`config.mk`:
```
export PLATFORM = sky130hd
export DESIGN_NAME = parity_tally_engine
export DESIGN_NICKNAME = d
export VERILOG_FILES = /design/src/rtl/parity_tally_engine.sv
export SDC_FILE = /design/constraint.sdc
export NUM_CORES = 1
export LEC_CHECK = 0
export CAP_MARGIN = 20
export CORE_MARGIN = 3
export CORE_UTILIZATION = 60
export CTS_BUF_LIST = sky130_fd_sc_hd__clkbuf_16
export CTS_CLUSTER_SIZE = 24
export DETAILED_ROUTE_END_ITERATION = 8
export PLACE_DENSITY = 0.77
export SKIP_CTS_REPAIR_TIMING = 1
export SLEW_MARGIN = 20
export SYNTH_ARGS = -nofsm -noshare
export SYNTH_HDL_FRONTEND = slang
export SYNTH_SLANG_ARGS = --single-unit
```
`constraint.sdc`:
```
create_clock -name clk -period 5.6 [get_ports clk]
set_input_delay 0.56 -clock clk [delete_from_list [all_inputs] [get_ports clk]]
set_output_delay 0.56 -clock clk [all_outputs]
set_load 0.03 [all_outputs]
```
`src/rtl/parity_tally_engine.sv`:
```
// parity_tally_engine
// Small storage array that can be written while idle, then scanned over
// entries 0..len-1. Each scanned element is classified odd/even by bit 0,
// tallied, and offered on a ready/valid report port before the next one
// is read. abend_syndrome records how the last scan ended.
//
// Optional build macro: PARITY_TALLY_SUM_EN adds signed odd_sum/even_sum
// accumulators alongside the counts. With the macro undefined those
// ports and their logic are absent.
module parity_tally_engine #(
  parameter  int WIDTH = 32,
  parameter  int DEPTH = 16,
  localparam int AW    = (DEPTH > 1) ? $clog2(DEPTH) : 1,
  localparam int CW    = $clog2(DEPTH + 1)
) (
  input  logic                    clk,
  input  logic                    reset,
  input  logic                    wr_en,
  input  logic [AW-1:0]           wr_addr,
  input  logic [WIDTH-1:0]        wr_data,
  input  logic                    start,
  input  logic [CW-1:0]           len,
  output logic                    busy,
  output logic                    done,
  output logic [CW-1:0]           odd_count,
  output logic [CW-1:0]           even_count,
  output logic                    rpt_valid,
  input  logic                    rpt_ready,
  output logic [AW-1:0]           rpt_index,
  output logic [WIDTH-1:0]        rpt_value,
`ifdef PARITY_TALLY_SUM_EN
  output logic signed [WIDTH+CW-1:0] odd_sum,
  output logic signed [WIDTH+CW-1:0] even_sum,
`endif
  output logic [7:0]              abend_syndrome
);

  localparam logic [CW-1:0] DEPTH_C  = CW'(DEPTH);
  localparam logic [CW-1:0] ONE_C    = {{(CW-1){1'b0}}, 1'b1};
  localparam logic [CW-1:0] ZERO_C   = {CW{1'b0}};
  localparam logic [7:0]    ABEND_RUN_C     = 8'hFF;
  localparam logic [7:0]    ABEND_OK_C      = 8'h00;
  localparam logic [7:0]    ABEND_BAD_LEN_C = 8'h01;

  typedef enum logic [2:0] {
    ST_IDLE   = 3'd0,
    ST_INIT   = 3'd1,
    ST_SCAN   = 3'd2,
    ST_REPORT = 3'd3,
    ST_DONE   = 3'd4
  } state_t;

  // Parity classification: bit 0 alone decides, so negative two's
  // complement values follow the same rule (-3 is odd).
  function automatic logic is_odd(input logic [WIDTH-1:0] value);
    return value[0];
  endfunction

`ifdef PARITY_TALLY_SUM_EN
  // Sign-extend an element to accumulator width.
  function automatic logic signed [WIDTH+CW-1:0] sext(input logic [WIDTH-1:0] value);
    return {{CW{value[WIDTH-1]}}, value};
  endfunction
`endif

  state_t            state_q, state_d;
  logic [CW-1:0]     idx_q, idx_d;
  logic [CW-1:0]     len_q, len_d;
  logic [CW-1:0]     odd_count_q, odd_count_d;
  logic [CW-1:0]     even_count_q, even_count_d;
  logic [AW-1:0]     rpt_index_q, rpt_index_d;
  logic [WIDTH-1:0]  rpt_value_q, rpt_value_d;
  logic [7:0]        abend_q, abend_d;
  logic [WIDTH-1:0]  mem_q [DEPTH];
  logic              mem_we_s;
  logic [WIDTH-1:0]  elem_s;
`ifdef PARITY_TALLY_SUM_EN
  logic signed [WIDTH+CW-1:0] odd_sum_q, odd_sum_d;
  logic signed [WIDTH+CW-1:0] even_sum_q, even_sum_d;
`endif

  // Element currently addressed by the scan index; idx < len <= DEPTH in SCAN.
  assign elem_s = mem_q[idx_q[AW-1:0]];

  // Next-state and datapath update for the scan sequencer.
  always_comb begin
    state_d      = state_q;
    idx_d        = idx_q;
    len_d        = len_q;
    odd_count_d  = odd_count_q;
    even_count_d = even_count_q;
    rpt_index_d  = rpt_index_q;
    rpt_value_d  = rpt_value_q;
    abend_d      = abend_q;
    mem_we_s     = 1'b0;
`ifdef PARITY_TALLY_SUM_EN
    odd_sum_d    = odd_sum_q;
    even_sum_d   = even_sum_q;
`endif
    case (state_q)
      ST_IDLE: begin
        mem_we_s = wr_en;
        if (start) begin
          if (len > DEPTH_C) begin
            // Illegal length: finish immediately, counts untouched.
            state_d = ST_DONE;
            abend_d = ABEND_BAD_LEN_C;
          end else begin
            state_d = ST_INIT;
            abend_d = ABEND_RUN_C;
            idx_d   = ZERO_C;
            len_d   = len;
          end
        end else begin
          state_d = ST_IDLE;
        end
      end
      ST_INIT: begin
        odd_count_d  = ZERO_C;
        even_count_d = ZERO_C;
`ifdef PARITY_TALLY_SUM_EN
        odd_sum_d    = {(WIDTH+CW){1'b0}};
        even_sum_d   = {(WIDTH+CW){1'b0}};
`endif
        if (len_q != ZERO_C) begin
          state_d = ST_SCAN;
        end else begin
          state_d = ST_DONE;
        end
      end
      ST_SCAN: begin
        if (is_odd(elem_s)) begin
          odd_count_d = odd_count_q + ONE_C;
`ifdef PARITY_TALLY_SUM_EN
          odd_sum_d   = odd_sum_q + sext(elem_s);
`endif
        end else begin
          even_count_d = even_count_q + ONE_C;
`ifdef PARITY_TALLY_SUM_EN
          even_sum_d   = even_sum_q + sext(elem_s);
`endif
        end
        rpt_index_d = idx_q[AW-1:0];
        rpt_value_d = elem_s;
        state_d     = ST_REPORT;
      end
      ST_REPORT: begin
        if (rpt_ready) begin
          idx_d = idx_q + ONE_C;
          if ((idx_q + ONE_C) < len_q) begin
            state_d = ST_SCAN;
          end else begin
            state_d = ST_DONE;
          end
        end else begin
          state_d = ST_REPORT;
        end
      end
      ST_DONE: begin
        // Keep the illegal-length code; any other path ended normally.
        if (abend_q == ABEND_BAD_LEN_C) begin
          abend_d = ABEND_BAD_LEN_C;
        end else begin
          abend_d = ABEND_OK_C;
        end
        state_d = ST_IDLE;
      end
      default: begin
        state_d = ST_IDLE;
      end
    endcase
  end

  // Sequencer and report/count registers.
  always_ff @(posedge clk) begin
    if (reset) begin
      state_q      <= ST_IDLE;
      idx_q        <= ZERO_C;
      len_q        <= ZERO_C;
      odd_count_q  <= ZERO_C;
      even_count_q <= ZERO_C;
      rpt_index_q  <= {AW{1'b0}};
      rpt_value_q  <= {WIDTH{1'b0}};
      abend_q      <= ABEND_RUN_C;
    end else begin
      state_q      <= state_d;
      idx_q        <= idx_d;
      len_q        <= len_d;
      odd_count_q  <= odd_count_d;
      even_count_q <= even_count_d;
      rpt_index_q  <= rpt_index_d;
      rpt_value_q  <= rpt_value_d;
      abend_q      <= abend_d;
    end
  end

`ifdef PARITY_TALLY_SUM_EN
  // Signed per-class accumulators.
  always_ff @(posedge clk) begin
    if (reset) begin
      odd_sum_q  <= {(WIDTH+CW){1'b0}};
      even_sum_q <= {(WIDTH+CW){1'b0}};
    end else begin
      odd_sum_q  <= odd_sum_d;
      even_sum_q <= even_sum_d;
    end
  end

  assign odd_sum  = odd_sum_q;
  assign even_sum = even_sum_q;
`endif

  // Storage array: cleared by reset, written only while idle.
  always_ff @(posedge clk) begin
    if (reset) begin
      for (int i = 0; i < DEPTH; i++) begin
        mem_q[i] <= {WIDTH{1'b0}};
      end
    end else if (mem_we_s) begin
      mem_q[wr_addr] <= wr_data;
    end
  end

  assign busy           = (state_q != ST_IDLE);
  assign done           = (state_q == ST_DONE);
  assign rpt_valid      = (state_q == ST_REPORT);
  assign odd_count      = odd_count_q;
  assign even_count     = even_count_q;
  assign rpt_index      = rpt_index_q;
  assign rpt_value      = rpt_value_q;
  assign abend_syndrome = abend_q;

endmodule
```
==> results.cfg, run 1 <==
[outcome]
outcome = finished clean

[sta]
tightest_slew_ns = 1.04
maxSlewHeadroom_pct = 30.6
setup_viol = 0
fmax_mhz = 323
rsz0062_at_grt = false
final.setup_skew_ns = 0.0178
min_period_over_period_pct = 55.3
fin_setup_tns_ns = 0
final.setup.worst_slack_ns = 2.50
final-hold-violation-count = 0
whs_ns = 0.439
min_period_ns = 3.10
drv_slew = 0

[floorplan]
start_util_pct = 60.9
core_area_um2 = 42000
die_w_um = 213
die_height_um = 213
rows = 75
dieArea_um2 = 45200
ios = 103

[yosys]
yosys.area_share.simple_pct = 15.5
synthAdderAreaFrac_pct = 0.342
synth_top_family_by_area = simple AND/OR/NAND/NOR gates
synthesis.nets = 1720
yosysSeqAreaShare_pct = 65.1
ys_ff_latch = 577
synthMuxAreaShare_pct = 14.4
syn_area_per_cell_um2 = 15.4
syn_inst = 1667
synth_compound_area_share_pct = 1.62
yosysUniqueCellTypes = 48
yosysWarnings = 0
netlist_area_um2 = 25600
synth_xor_area_share_pct = 0.0684

[pwr]
power_leakage_nw = 10.3
irDropWorstVdd_mv = 0.231
p_total_mw = 9.26
power.density_nw_per_um2 = 321

[hold_path]
min_to = rpt_value[13]
hold_class = flop to flop
hp-start = rpt_value[13]
holdPathStages = 2

[critical_path]
start_kind = flop
crit_chain = inv_1 > nor3_1 > clkdlybuf4s50_1
rr_startpoint = state_q[1]
cp-end-kind = output port
cp.required_ns = 5.04
arrival_ns = 2.54
max_stage_delay_ns = 0.78
worst_r2r_endpoint = mem_q[6][4]
worst_path_max_delay_cell = clkdlybuf4s50_1
critical_path_class = flop to output port
worst-r2r-setup-slack_ns = 2.59
critPathMaxFanout = 10
r2r_cells = 7

[place]
post-dp-hpwl_um = 40500
routabilityCongestion = 0.847
place_area_um2 = 27000
dp_cells = 2195
place_ws_ns = 2.22
portBuffers = 102

[grt]
grt_max_degree = 51
antenna_found_initial = 8
grt_pass1_vias = 14132
grt_pass1_wl_um = 93700
grt_usage_pct = 28.7
grt_overflow = 0

[finish]
register_area_um2 = 16700
fin_area_um2 = 28900
stdcell_count = 2307
drive_gt1_share_pct = 18.0
n_fill_cell = 2762
final_core_util_pct = 68.7
layout_common_cells = and2_1 (512), edfxtp_1 (512), mux4_2 (159)
multi_input_area_um2 = 8230
syn2layout_area_growth_pct = 12.8
final_nets = 1769

[clock_tree]
cts_inserted_buffers = 58
clock_latency_ns = 0.61
cts_sinks = 577
cts_max_level = 2
cts_root_buffer = clkbuf_16
path_clk_slew_ns = 0.06
cts_buffer_depth = 3
cts_tree = yes

[route]
dr.pass1.iters = 5
avgRoutedWirePerCell_um = 27.3
wl_um = 63100
drt_iter0_drc = 1787
met2_length_um = 31200
vias_per_cell = 6.22
drc = 0
wl_met3_um = 5380
wl_met1_um = 24000
dr.max_layer_used = met5
dr_total_vias = 14349
ant_nets = 0

[job]
maxCapViolCount = 0
## where the power goes
part	leakage, nW	switching (mW)	internal [mW]
Clock	1.01	1.61	2.28
Combinational	3.43	0.316	0.152
Sequential	5.83	0.0596	4.84
Total	10.3	1.99	7.27
## layout make-up
class,count,share of cell area (%)
clock buffers,61,5.28
inverters,39,0.507
multi-input cells,913,28.5
diodes,2,0.0173
well taps,539,2.33
repair buffers,127,4.23
flip-flops and latches,577,57.7
clock inverters,49,1.41
## how the worst max path moves through the flow
stage                          start            to  slack (ns)
after global routing      state_q[1]   mem_q[6][4]        2.41
final                     state_q[1]     rpt_valid        2.50
after CTS                 state_q[1]     rpt_valid        2.54
after global placement    wr_addr[2]   mem_q[6][3]        2.27
after detailed placement  wr_addr[2]  mem_q[6][30]        2.22
after floorplan           state_q[0]   mem_q[4][0]        3.39
## cells in the mapped netlist (all sizes together)
library cell / number / area share [%]
ha: 7 / 0.34
and2: 512 / 13
dfxtp: 65 / 5.1
inv: 9 / 0.13
nor4: 1 / 0.024
nand2b: 11 / 0.30
o21a: 1 / 0.029
o22ai: 2 / 0.049
a21boi: 2 / 0.059
mux2: 1 / 0.044
o311ai: 1 / 0.034
buf: 34 / 0.94
and3: 4 / 0.098
a21o: 1 / 0.029
nand2: 59 / 0.86
o31ai: 2 / 0.059
a21oi: 12 / 0.23
a32oi: 1 / 0.034
nand3: 16 / 0.31
or2: 20 / 0.49
nor2b: 3 / 0.073
nand3b: 2 / 0.059
a211oi: 2 / 0.059
nor2: 26 / 0.38
clkbuf: 104 / 1.5
o211ai: 4 / 0.12
a221o: 1 / 0.039
edfxtp: 512 / 60
nor3: 9 / 0.32
a22oi: 1 / 0.029
or4: 1 / 0.029
o21ai: 36 / 0.70
nand4: 1 / 0.024
xnor2: 2 / 0.068
mux2i: 9 / 0.35
o41ai: 3 / 0.10
clkinv: 30 / 0.44
mux4: 159 / 14
o21ba: 1 / 0.039
## cell families after synthesis
logic type / count (synthesis)
buf+inv: 177
flops: 577
fa+ha+maj: 7
xor+xnor: 2
simple gates: 665
mux: 169
compound gates: 70
## flip-flops by register name, indices dropped and copies added, names as in the netlist, named ones only
signal	cells
even_count	5
abend_syndrome	2
mem_q	512
rpt_index	4
odd_count	5
idx_q	5
state_q	3
len_q	5
rpt_value	32
## critical path: cells and delay by family (launching register included)
| family | cells | cell delay (ns) |
|---|---|---|
| flops | 1 | 0.54 |
| buf+inv | 2 | 0.97 |
| simple gates | 1 | 0.41 |
## layer usage
layer,up-vias,global-route usage [%]
met5,-,0
met4,4,11.2
met3,125,4.34
met2,724,46.5
met1,7339,40.1
li1,6157,-
Note: power is estimated with default switching activity, not from simulation.
==> inputs of run 2 (changes only) <==
Settings changed: CORE_UTILIZATION 60 to 55, PLACE_DENSITY 0.77 to 0.74.
Clock period 5.6 ns to 2.5 ns, I/O delays scaled along.
==> results.cfg, run 2 (synthesis gave the netlist of run 1 again) <==
[critical_path]
cp.required_ns = 2.25
worst_path_max_delay_cell = clkdlybuf4s50_1
cp-end-kind = output port
startpoint = state_q[1]
r2r_cells = 7
arrival_ns = 2.16
critPathMaxFanout = 10
rr_startpoint = state_q[0]
critical_path_class = flop to output port
start_kind = flop
max_stage_delay_ns = 0.60
worst_r2r_endpoint = mem_q[3][6]
crit_chain = inv_1 > and3_1 > clkdlybuf4s50_1
worst-r2r-setup-slack_ns = 0.23

[finish]
largest_reg_flops = 512
register_area_um2 = 16700
stdcell_count = 2413
layout_common_cells = and2_1 (512), edfxtp_1 (512), mux4_2 (159)
n_fill_cell = 3206
drive_gt1_share_pct = 20.2
syn2layout_area_growth_pct = 15.5
top_register = mem_q
final_core_util_pct = 64.8
final_nets = 1818
multi_input_area_um2 = 8230
antenna_cells = 0

[route]
avgRoutedWirePerCell_um = 25.4
dr_total_vias = 14210
dr.max_layer_used = met4
wl_met3_um = 3930
drt_iter0_drc = 1326
wl_um = 61400
vias_per_cell = 5.89
ant_nets = 0
dr.pass1.iters = 5
wl_met1_um = 24200
met2_length_um = 31100
drc = 0

[sta]
fmax_mhz = 416
drv_slew = 0
final-hold-violation-count = 0
setup_viol = 0
min_period_ns = 2.41
final.setup_skew_ns = 0.00969
maxSlewHeadroom_pct = 27.9
min_period_over_period_pct = 96.2
rsz0062_at_grt = false
tightest_slew_ns = 1.08

[grt]
grt_pass1_vias = 14797
grt_usage_pct = 25.3
grt_max_degree = 52
grt_overflow = 0
antenna_found_initial = 3
grt_pass1_wl_um = 93100

[place]
routabilityCongestion = 0.840
post-dp-hpwl_um = 38500
portBuffers = 102
dp_cells = 2306

[clock_tree]
clock_latency_ns = 0.61
cts_inserted_buffers = 57
cts_root_buffer = clkbuf_16
cts_max_level = 2
cts_buffer_depth = 3
cts_sinks = 577
path_clk_slew_ns = 0.06
cts_tree = yes

[pwr]
power.internal_mw = 16.1
p_clk_share_pct = 41.2
p_sw_mw = 4.39
comb_power_share_pct = 5.5
p_total_mw = 20.5
power.density_nw_per_um2 = 693
p_seq_share_pct = 53.3
power_leakage_nw = 10.6
irDropWorstVdd_mv = 0.551
swShare_pct = 21.4

[floorplan]
die_height_um = 222
dieArea_um2 = 49200
rows = 78
start_util_pct = 56.1
core_area_um2 = 45700
die_w_um = 222
ios = 103

[hold_path]
holdPathStages = 3
min_to = len_q[2]
hp-start = len[2]
hold_class = input pin to flop

[outcome]
outcome = finished clean

[job]
maxCapViolCount = 0
## run 2: final cells by class
type,count,share of cell area (%)
sequential,577,56.4
multi-input combinational,913,27.8
inverter,39,0.495
clock buffer,59,4.99
tap,600,2.54
timing repair buffer,177,6.50
clock inverter,48,1.27
## run 2: how the worst max path moves through the flow
stage               cells after the start  slack [ns]           end
floorplan                               7        0.29   mem_q[4][0]
global placement                        7        0.20  mem_q[3][28]
detailed placement                      7        0.15   mem_q[3][6]
CTS                                     3       -0.23     rpt_valid
global route                            3       0.006          done
finish                                  3        0.09          done
## run 2: metrics by stage
| stage | hold WS, ns | setup slack, ns | TNS [ns] | instance area (µm²) |
|---|---|---|---|---|
| after CTS | 0.275 | -0.234 | -0.234 | 29600 |
| after detailed placement | 0.438 | 0.150 | 0 | 27700 |
| after floorplan | 0.390 | 0.292 | 0 | 25600 |
| final | 0.319 | 0.0941 | 0 | 29600 |
| after global placement | 0.432 | 0.197 | 0 | 27700 |
| after global routing | 0.304 | 0.00629 | 0 | 29600 |
## run 2: critical path, delay by kind of cell, from the launching register on
kind / cells / cell delay (ns)
and+or+nand+nor: 1 / 0.24
buffers and inverters: 2 / 0.77
DFF: 1 / 0.54
## run 2: routing by layer
| layer | vias up | GRT usage (%) |
|---|---|---|
| met1 | 7265 | 33.6 |
| met3 | 129 | 3.61 |
| met5 | - | 0 |
| met4 | 0 | 9.04 |
| met2 | 554 | 43.1 |
| li1 | 6262 | - |
## run 2: power by group through the flow
stage	registers [mW]	clock network, mW	logic [mW]
2_1_floorplan	11.1	0	0.562
3_3_place_gp	11.1	0	1.11
3_5_place_dp	11.1	0	1.13
4_1_cts	10.9	8.61	1.14
5_1_grt	11.0	8.99	1.19
6_report	10.9	8.46	1.12
==> inputs of run 3 (changes only) <==
Settings changed: TNS_END_PERCENT set to 30.
==> results of run 3 <==
Same layout as run 2: the final DEF is identical, and so are final timing and power.
